--- src/rtl/control_fsm_pkg.sv ---
// Shared encodings for the multicycle control FSM: states, ALU ops, opcodes, mux selects.
package control_fsm_pkg;

   localparam int unsigned STATE_W = 4;
   localparam int unsigned ALU_W   = 3;
   localparam int unsigned SEL_W   = 2;
   localparam int unsigned IMM_W   = 3;
   localparam int unsigned OPC_W   = 7;
   localparam int unsigned F3_W    = 3;
   localparam int unsigned INSTR_W = 32;

   typedef enum logic [STATE_W-1:0] {
      FETCH    = 4'd0,
      DECODE   = 4'd1,
      MEMADR   = 4'd2,
      MEMREAD  = 4'd3,
      MEMWB    = 4'd4,
      MEMWRITE = 4'd5,
      EXECR    = 4'd6,
      EXECI    = 4'd7,
      ALUWB    = 4'd8,
      BRANCH   = 4'd9,
      JAL      = 4'd10,
      ILLEGAL  = 4'd11
   } state_t;

   localparam logic [ALU_W-1:0] ALU_ADD = 3'b000;
   localparam logic [ALU_W-1:0] ALU_SUB = 3'b001;
   localparam logic [ALU_W-1:0] ALU_SLT = 3'b010;
   localparam logic [ALU_W-1:0] ALU_SLL = 3'b011;
   localparam logic [ALU_W-1:0] ALU_XOR = 3'b100;
   localparam logic [ALU_W-1:0] ALU_SRL = 3'b101;
   localparam logic [ALU_W-1:0] ALU_OR  = 3'b110;
   localparam logic [ALU_W-1:0] ALU_AND = 3'b111;

   localparam logic [OPC_W-1:0] OP_LOAD   = 7'b0000011;
   localparam logic [OPC_W-1:0] OP_STORE  = 7'b0100011;
   localparam logic [OPC_W-1:0] OP_RTYPE  = 7'b0110011;
   localparam logic [OPC_W-1:0] OP_ITYPE  = 7'b0010011;
   localparam logic [OPC_W-1:0] OP_BRANCH = 7'b1100011;
   localparam logic [OPC_W-1:0] OP_JAL    = 7'b1101111;

   localparam logic [SEL_W-1:0] SRCA_PC    = 2'b00;
   localparam logic [SEL_W-1:0] SRCA_OLDPC = 2'b01;
   localparam logic [SEL_W-1:0] SRCA_RS1   = 2'b10;

   localparam logic [SEL_W-1:0] SRCB_RS2  = 2'b00;
   localparam logic [SEL_W-1:0] SRCB_IMM  = 2'b01;
   localparam logic [SEL_W-1:0] SRCB_FOUR = 2'b10;

   localparam logic [SEL_W-1:0] RES_ALUOUT = 2'b00;
   localparam logic [SEL_W-1:0] RES_MEM    = 2'b01;
   localparam logic [SEL_W-1:0] RES_ALU    = 2'b10;

   localparam logic [IMM_W-1:0] IMM_I = 3'b000;
   localparam logic [IMM_W-1:0] IMM_S = 3'b001;
   localparam logic [IMM_W-1:0] IMM_B = 3'b010;
   localparam logic [IMM_W-1:0] IMM_J = 3'b011;

   // Immediate format implied by the opcode; anything unrecognised falls back to I.
   function automatic logic [IMM_W-1:0] imm_sel(input logic [OPC_W-1:0] opcode);
      case (opcode)
         OP_STORE:  return IMM_S;
         OP_BRANCH: return IMM_B;
         OP_JAL:    return IMM_J;
         default:   return IMM_I;
      endcase
   endfunction

endpackage

--- src/rtl/control_fsm_alu_dec.sv ---
// Combinational ALU-op and legality decode for the supported RV32I subset.
module alu_dec
   import control_fsm_pkg::*;
(
   input  logic [OPC_W-1:0] opcode,
   input  logic [F3_W-1:0]  funct3,
   input  logic             funct7b5,
   output logic [ALU_W-1:0] alu_ctrl,
   output logic             branch_neg,
   output logic             legal
);

   logic [ALU_W-1:0] arith_op;

   // funct3 to ALU op shared by register and immediate arithmetic
   always_comb begin
      arith_op = ALU_ADD;
      case (funct3)
         3'b001:  arith_op = ALU_SLL;
         3'b010:  arith_op = ALU_SLT;
         3'b100:  arith_op = ALU_XOR;
         3'b101:  arith_op = ALU_SRL;
         3'b110:  arith_op = ALU_OR;
         3'b111:  arith_op = ALU_AND;
         default: arith_op = ALU_ADD;
      endcase
   end

   always_comb begin
      alu_ctrl   = ALU_ADD;
      branch_neg = 1'b0;
      legal      = 1'b0;
      case (opcode)
         OP_LOAD, OP_STORE: legal = (funct3 == 3'b010);
         OP_RTYPE: begin
            alu_ctrl = (funct3 == 3'b000 && funct7b5) ? ALU_SUB : arith_op;
            legal    = (funct3 != 3'b011) && (!funct7b5 || funct3 == 3'b000);
         end
         OP_ITYPE: begin
            alu_ctrl = arith_op;
            legal    = (funct3 != 3'b011) && !(funct3 == 3'b101 && funct7b5);
         end
         OP_BRANCH: begin
            case (funct3)
               3'b000: begin alu_ctrl = ALU_SUB; legal = 1'b1; end
               3'b001: begin alu_ctrl = ALU_SUB; branch_neg = 1'b1; legal = 1'b1; end
               3'b100: begin alu_ctrl = ALU_SLT; legal = 1'b1; end
               default: legal = 1'b0;
            endcase
         end
         OP_JAL:  legal = 1'b1;
         default: legal = 1'b0;
      endcase
   end

endmodule

--- src/rtl/control_fsm.sv ---
// Multicycle RV32I-subset control unit: state register plus per-state datapath controls.
module control_fsm
   import control_fsm_pkg::*;
(
   input  logic               clk,
   input  logic               rst,
   input  logic [INSTR_W-1:0] instr,
   input  logic               branch_l,
   input  logic               mem_ready,
   output logic [ALU_W-1:0]   ALUctrl,
   output logic [SEL_W-1:0]   alu_src_a,
   output logic [SEL_W-1:0]   alu_src_b,
   output logic [SEL_W-1:0]   result_src,
   output logic [IMM_W-1:0]   imm_src,
   output logic               adr_src,
   output logic               ir_write,
   output logic               pc_write,
   output logic               mem_write,
   output logic               reg_write,
   output logic               trap,
   output logic [STATE_W-1:0] state_o
);

   state_t           state;
   state_t           next_state;
   logic [OPC_W-1:0] opcode;
   logic [ALU_W-1:0] dec_alu;
   logic             dec_neg;
   logic             dec_legal;
   logic             unused_instr;

   assign opcode       = instr[6:0];
   assign unused_instr = ^{instr[31], instr[29:15], instr[11:7]};

   alu_dec u_alu_dec (
      .opcode     (opcode),
      .funct3     (instr[14:12]),
      .funct7b5   (instr[30]),
      .alu_ctrl   (dec_alu),
      .branch_neg (dec_neg),
      .legal      (dec_legal)
   );

   always_ff @(posedge clk) begin
      if (rst) state <= FETCH;
      else     state <= next_state;
   end

   // Reset forces every output low combinationally, so an aborted access emits nothing further.
   always_comb begin
      next_state = state;
      ALUctrl    = ALU_ADD;
      alu_src_a  = SRCA_PC;
      alu_src_b  = SRCB_RS2;
      result_src = RES_ALUOUT;
      imm_src    = IMM_I;
      adr_src    = 1'b0;
      ir_write   = 1'b0;
      pc_write   = 1'b0;
      mem_write  = 1'b0;
      reg_write  = 1'b0;
      trap       = 1'b0;
      state_o    = '0;
      if (rst) begin
         next_state = FETCH;
      end else begin
         imm_src = imm_sel(opcode);
         state_o = state;
         case (state)
            FETCH: begin
               alu_src_b  = SRCB_FOUR;
               result_src = RES_ALU;
               if (mem_ready) begin
                  ir_write   = 1'b1;
                  pc_write   = 1'b1;
                  next_state = DECODE;
               end
            end
            DECODE: begin
               alu_src_a = SRCA_OLDPC;
               alu_src_b = SRCB_IMM;
               if (!dec_legal) next_state = ILLEGAL;
               else begin
                  case (opcode)
                     OP_LOAD, OP_STORE: next_state = MEMADR;
                     OP_RTYPE:          next_state = EXECR;
                     OP_ITYPE:          next_state = EXECI;
                     OP_BRANCH:         next_state = BRANCH;
                     OP_JAL:            next_state = JAL;
                     default:           next_state = ILLEGAL;
                  endcase
               end
            end
            MEMADR: begin
               alu_src_a  = SRCA_RS1;
               alu_src_b  = SRCB_IMM;
               next_state = (opcode == OP_STORE) ? MEMWRITE : MEMREAD;
            end
            MEMREAD: begin
               adr_src = 1'b1;
               if (mem_ready) next_state = MEMWB;
            end
            MEMWB: begin
               result_src = RES_MEM;
               reg_write  = 1'b1;
               next_state = FETCH;
            end
            MEMWRITE: begin
               adr_src   = 1'b1;
               mem_write = 1'b1;
               if (mem_ready) next_state = FETCH;
            end
            EXECR: begin
               ALUctrl    = dec_alu;
               alu_src_a  = SRCA_RS1;
               alu_src_b  = SRCB_RS2;
               next_state = ALUWB;
            end
            EXECI: begin
               ALUctrl    = dec_alu;
               alu_src_a  = SRCA_RS1;
               alu_src_b  = SRCB_IMM;
               next_state = ALUWB;
            end
            ALUWB: begin
               result_src = RES_ALUOUT;
               reg_write  = 1'b1;
               next_state = FETCH;
            end
            BRANCH: begin
               ALUctrl    = dec_alu;
               alu_src_a  = SRCA_RS1;
               alu_src_b  = SRCB_RS2;
               result_src = RES_ALUOUT;
               pc_write   = branch_l ^ dec_neg;
               next_state = FETCH;
            end
            JAL: begin
               alu_src_a  = SRCA_OLDPC;
               alu_src_b  = SRCB_FOUR;
               result_src = RES_ALUOUT;
               pc_write   = 1'b1;
               next_state = ALUWB;
            end
            ILLEGAL: trap = 1'b1;
            default: next_state = FETCH;
         endcase
      end
   end

endmodule
--- config.mk ---
export PLATFORM = sky130hd
export DESIGN_NAME = control_fsm
export DESIGN_NICKNAME = d
export VERILOG_FILES = /design/src/rtl/control_fsm_pkg.sv /design/src/rtl/control_fsm_alu_dec.sv /design/src/rtl/control_fsm.sv
export SDC_FILE = /design/constraint.sdc
export NUM_CORES = 1
export LEC_CHECK = 0
export ABC_CLOCK_PERIOD_IN_PS = 1680
export BUFFER_PORTS_ARGS = -buffer_cell sky130_fd_sc_hd__buf_2
export CAP_MARGIN = 40
export CORE_UTILIZATION = 25
export CTS_BUF_LIST = sky130_fd_sc_hd__clkbuf_2 sky130_fd_sc_hd__clkbuf_4 sky130_fd_sc_hd__clkbuf_8
export DETAILED_ROUTE_END_ITERATION = 10
export GPL_ROUTABILITY_DRIVEN = 0
export PLACE_DENSITY = 0.55
export REMOVE_ABC_BUFFERS = 1
export SLEW_MARGIN = 20
export SYNTH_ARGS = -nofsm -noshare
export SYNTH_HDL_FRONTEND = slang
export SYNTH_SLANG_ARGS = --single-unit
--- constraint.sdc ---
create_clock -name clk -period 1.68 [get_ports clk]
set_clock_uncertainty 0.15 [all_clocks]
set_input_delay 0.168 -clock clk [delete_from_list [all_inputs] [get_ports clk]]
set_output_delay 0.168 -clock clk [all_outputs]
set_load 0.005 [all_outputs]
# After elaboration in Yosys (flattened, before gate mapping)
# Index checks and enable logic that the tools add are counted.
[op_classes] n_eq_ne=27 mux=39 n_bitwise=2 reduce_logical=21
[ops] cell="4-bit one-hot mux with 7 select lines" n=1
[ops] cell="4-bit two-way mux" n=5
[ops] cell="4-bit one-hot mux with 5 select lines" n=1
[ops] cell="3-bit one-hot mux with 6 select lines" n=1
[ops] cell="4-bit by 3-bit == test with 1-bit output, second input constant" n=4
[ops] cell="4-bit == test, second input constant" n=4
[ops] cell="2-bit one-hot mux with 2 select lines" n=4
[ops] cell="1-bit two-way mux" n=15
[ops] cell="7-bit by 6-bit == test with 1-bit output, second input constant" n=2
[ops] cell="7-bit == test, second input constant" n=2
[ops] cell="3-bit == test, second input constant" n=4
[ops] cell="3-bit two-way mux" n=4
[ops] cell="2-bit OR reduction" n=6
[ops] cell="3-bit OR reduction" n=4
[ops] cell="3-bit one-hot mux with 3 select lines" n=1
[ops] cell="4-bit by 2-bit == test with 1-bit output, second input constant" n=2
[ops] cell="2-bit two-way mux" n=4
[ops] cell="7-bit by 2-bit == test with 1-bit output, second input constant" n=1
[ops] cell="7-bit by 5-bit == test with 1-bit output, second input constant" n=1
[ops] cell="2-bit != test, second input constant" n=3
[ops] cell="2-bit one-hot mux with 3 select lines" n=1
[ops] cell="1-bit one-hot mux with 5 select lines" n=1
[ops] cell="4-bit by 1-bit == test with 1-bit output, second input constant" n=1
[ops] cell="1-bit logical AND" n=4
[ops] cell="12 further kinds" n=13
[totals] regBits=4 input_bits=36 output_inout_bits=22 word_cells=90

# Logic depth before layout (Yosys ltp)
[logic_depth] word_depth=7 depth_mapped=6 depth_no_buf=4

# Hierarchy
# Synthesis repeated with hierarchy kept, for this count alone.
[unflattened] cells_unflattened=125 hier_area_um2=844.6
[modules_own_cells] module="control_fsm" n_inst=1 cells_each=94 area_each_um2=650.6 seq_area_each_um2=80.1
[modules_own_cells] module="alu_dec" n_inst=1 cells_each=31 area_each_um2=193.9 seq_area_each_um2=0.0

# Least setup slack after synthesis
# Ideal clock, no wire load.
[synth_timing] path_type="reg-to-output" start="register state[0]" end="output alu_src_b[0]" t_arrival_ps=1301 setup_slack_ps=61 path_stages_with_launch=5 path_buffers=2 cell_sequence="dfxtp_1 buf_2 buf_1 nand2_1 a2111oi_0"
[synth_between] elab_chain_cells=4
[synth_lines] element="from (decl)" line_no="control_fsm.sv:24" source="state_t state;"
[synth_lines] element="from (signal assigned)" line_no="control_fsm.sv:46" source="else state <= next_state;"
[synth_lines] element="4-bit by 1-bit == test with 1-bit output, or another cell as far along" line_no="control_fsm.sv:69" source="case (state)"
[synth_lines] element="3-bit OR reduction (no line) or 2-bit OR reduction (tied branches)"
[synth_lines] element="2-bit one-hot mux with 2 select lines *" line_no="control_fsm.sv:69"
[synth_lines] element="2-bit two-way mux *" line_no="control_fsm.sv:64" source="if (rst) begin"
[synth_lines] element="to (decl)" line_no="control_fsm.sv:12" source="output logic [SEL_W-1:0] alu_src_b,"
# Mark *: on every way between the ends. The rest lies on a longest branch, timed or not.

# Worst setup path after layout
[layout_timing] start="register state[1]" end="output pc_write"
[layout_between] elab_chain_cells=3
[layout_lines] element="4-bit == test or 4-bit logical NOT (tied branches)" line_no="control_fsm.sv:69"
[layout_lines] element="1-bit one-hot mux with 3 select lines *" line_no="control_fsm.sv:69"
[layout_lines] element="1-bit two-way mux *" line_no="control_fsm.sv:64"
[layout_lines] element="to (decl)" line_no="control_fsm.sv:17" source="output logic pc_write,"
# Marked as above.

==> results by group <==
Outcome
  • Status: finished, violations left
  • Failing checks: setup timing

Global routing
  • Gr ovfl total: 0
  • Vias in the first global route: 1174
  • Initial antenna violation count: 0
  • First-pass GRT wire length: 5250 um
  • Largest net degree at the start of global routing: 22
  • Global Route Usage Sum: 16.26%

Worst setup path
  • Maximum fanout along the worst path: 5
  • WP data arrival: 1.48 ns
  • Reg2reg end: state[1]$_SDFFE_PP0P_
  • Worst reg2reg startpoint: state[1]$_SDFFE_PP0P_
  • FF-to-FF setup slack: 0.05 ns
  • WP data required: 1.36 ns
  • Kind of critical path: reg2out
  • Critical Path End Type: primary output
  • Worst Setup Start Kind: flip-flop
  • Reg2reg path depth: 7

Layout
  • Area Growth Syn to Fin: 73.94%
  • Largest regs: state: 4 flops
  • Fillcell total: 368
  • Layout cells sized above 1: 53.88%
  • Most frequent cells in the layout: 42 x buf_4, 35 x buf_2, 11 x a21oi_1, 8 x nor2_1, 8 x nor2b_1
  • Final net count: 244
  • Largest register by flop count: state
  • Most common cell after layout, fill and taps aside: buf_4
  • Ant. Diodes: 0
  • Number of flip-flops in the largest register: 4
  • Cell area after layout: 1587 sq um

Floorplanning
  • Die H: 62.40 um
  • # IOs: 58
  • Core ar.: 3416 sq um
  • Die Footprint: 3894 sq um
  • Die X: 62.40 um
  • Starting density of the core: 26.70%
  • Row Count: 21

Clock network
  • H-Tree Depth: 1
  • CTS Sinks: 4
  • CTS tree: yes
  • Hold buffers post-CTS: 0
  • CTS Buffer Depth: 2
  • CTS clk-pin slew, worst paths: 0.04 ns
  • Worst skew pair latency: 0.23 ns
  • CTS root buf: clkbuf_4
  • Num CTS Buffers: 3

Yosys
  • FF+latch count, synth: 4
  • Number of flops mapped to enable cells by yosys: 0
  • Syn avg cell area: 6.756 sq um
  • Main flop type after synthesis: dfxtp_1
  • Register area share after synthesis: 8.779%
  • Cells after Synth: 135
  • Warnings from Yosys: 0
  • FFs w/ async S/R, synth: 0%
  • Netlist cell types: 47
  • Mapped Area: 912.1 sq um

Min path
  • WHS Endpoint: state[2]$_SDFFE_PP0P_
  • Hold WC Path Type: in2reg
  • Hold_sp: instr[6]
  • Hold path depth: 4

Pwr
  • Power Dens Cells: 487.6 nW/um^2
  • Worst-case vdd ir drop: 167.3 uV
  • Power consumption: 773.6 uW
  • P_leak: 0.7350 nW

Route
  • # DRC: 0
  • Via/cell ratio: 5.020
  • 1st-pass router iterations: 4
  • Post-Route WL: 3062 um
  • Routed vias: 1265
  • Wire length per cell: 12.15 um
  • Antenna viol nets, final: 0
  • Initial DRC count: 55

Job
  • Max-cap violations: 0

Timing
  • Fin. max-slew vios: 0
  • Maximum clock frequency: 0.5550 GHz
  • Final WS setup: -0.1217 ns
  • Tcrit/Tclk final: 107.2%
  • RSZ-0062 raised after global routing: yes
  • Setup violations, final: 9
  • Final hold violations: 0
  • Tmin final: 1.802 ns
  • Worst Hold Slack: 0.2599 ns

Placement
  • Placed inst area: 1374 sq um
  • DP Worst Slack: -0.1157 ns
  • Post-DP HPWL: 2267 um
  • Port bufs: 35
per-stage QoR:
step           util, %  TNS [ns]  std cells
2_1_floorplan        -  -0.07471        121
3_3_place_gp     40.22   -0.2516        239
3_5_place_dp     40.22   -0.2006        239
4_1_cts          44.14   -0.5463        247
5_1_grt          46.45    -1.785        252
6_report         46.45   -0.5874        252
power by group:
group	switching, mW	internal [mW]	total [mW]	leakage, nW
Combinational	0.235	0.292	0.527	0.686
Sequential	0.0198	0.108	0.128	0.0353
Clock	0.0385	0.0799	0.118	0.0138
final cells by class:
type / count / area (sq um) / area share (%)
clock buffer: 3 / 22.52 / 1.420
inverter: 5 / 18.77 / 1.183
timing repair buffer: 82 / 564.3 / 35.57
sequential: 4 / 92.59 / 5.836
multi-input combinational: 112 / 830.8 / 52.37
tap: 46 / 57.56 / 3.628
worst max path at each step:
stage	slack, ns	endpoint	from
6_report	-0.12	pc_write	state[1]$_SDFFE_PP0P_
5_1_grt	-0.21	alu_src_b[0]	state[1]$_SDFFE_PP0P_
4_1_cts	-0.11	pc_write	state[3]$_SDFFE_PP0P_
3_5_place_dp	-0.12	pc_write	instr[2]
3_3_place_gp	-0.12	pc_write	instr[2]
2_1_floorplan	-0.07	alu_src_b[0]	state[1]$_SDFFE_PP0P_
metal layers:
metal	vias to the layer above	global-route usage (%)	part of all wire (%)
met5	-	0	0
met2	36	29.62	51
met4	0	3.488	0
met3	0	1.825	3.1
met1	587	20.29	46
li1	642	-	-
cell families after synthesis:
logic type      after synthesis  share of synthesized area [%]
compound gates               40                          31.00
flops                         4                          8.780
simple gates                 66                          46.23
xor+xnor                      5                          4.801
other cells                   1                         0.4111
buf+inv                      19                          8.780
critical path, stage by stage (launching register included):
cell	delay, ns
dfxtp_2	0.34
buf_6	0.13
buf_6	0.10
nand2_2	0.04
o21ai_1	0.07
nand2_1	0.08
a2111oi_2	0.33
buf_2	0.16
cells in the mapped netlist, drive strengths merged (3+ instances only):
library cell	n	area share (%)
a2111oi	3	3.6
a21oi	12	6.6
and2	3	2.1
and3	3	2.1
buf	6	3.4
clkbuf	8	3.3
dfxtp	4	8.8
inv	5	2.1
nand2	5	2.1
nand2b	6	4.1
nand3	5	2.7
nand3b	4	3.3
nor2	10	4.1
nor2b	10	6.9
nor3	6	3.3
nor4	4	3.4
o21ai	6	3.3
xnor2	4	3.8
repair_timing:
action | 4_1_cts | 5_1_grt
setup buffers | 5 | 5
pin swaps | 4 | 7
endpoints found under the setup margin | 17 | 16
gates cloned | 0 | 0
gates resized for setup | 21 | 10
endpoints found under the hold margin | 0 | 0
Power figures use the tool's default switching activity.
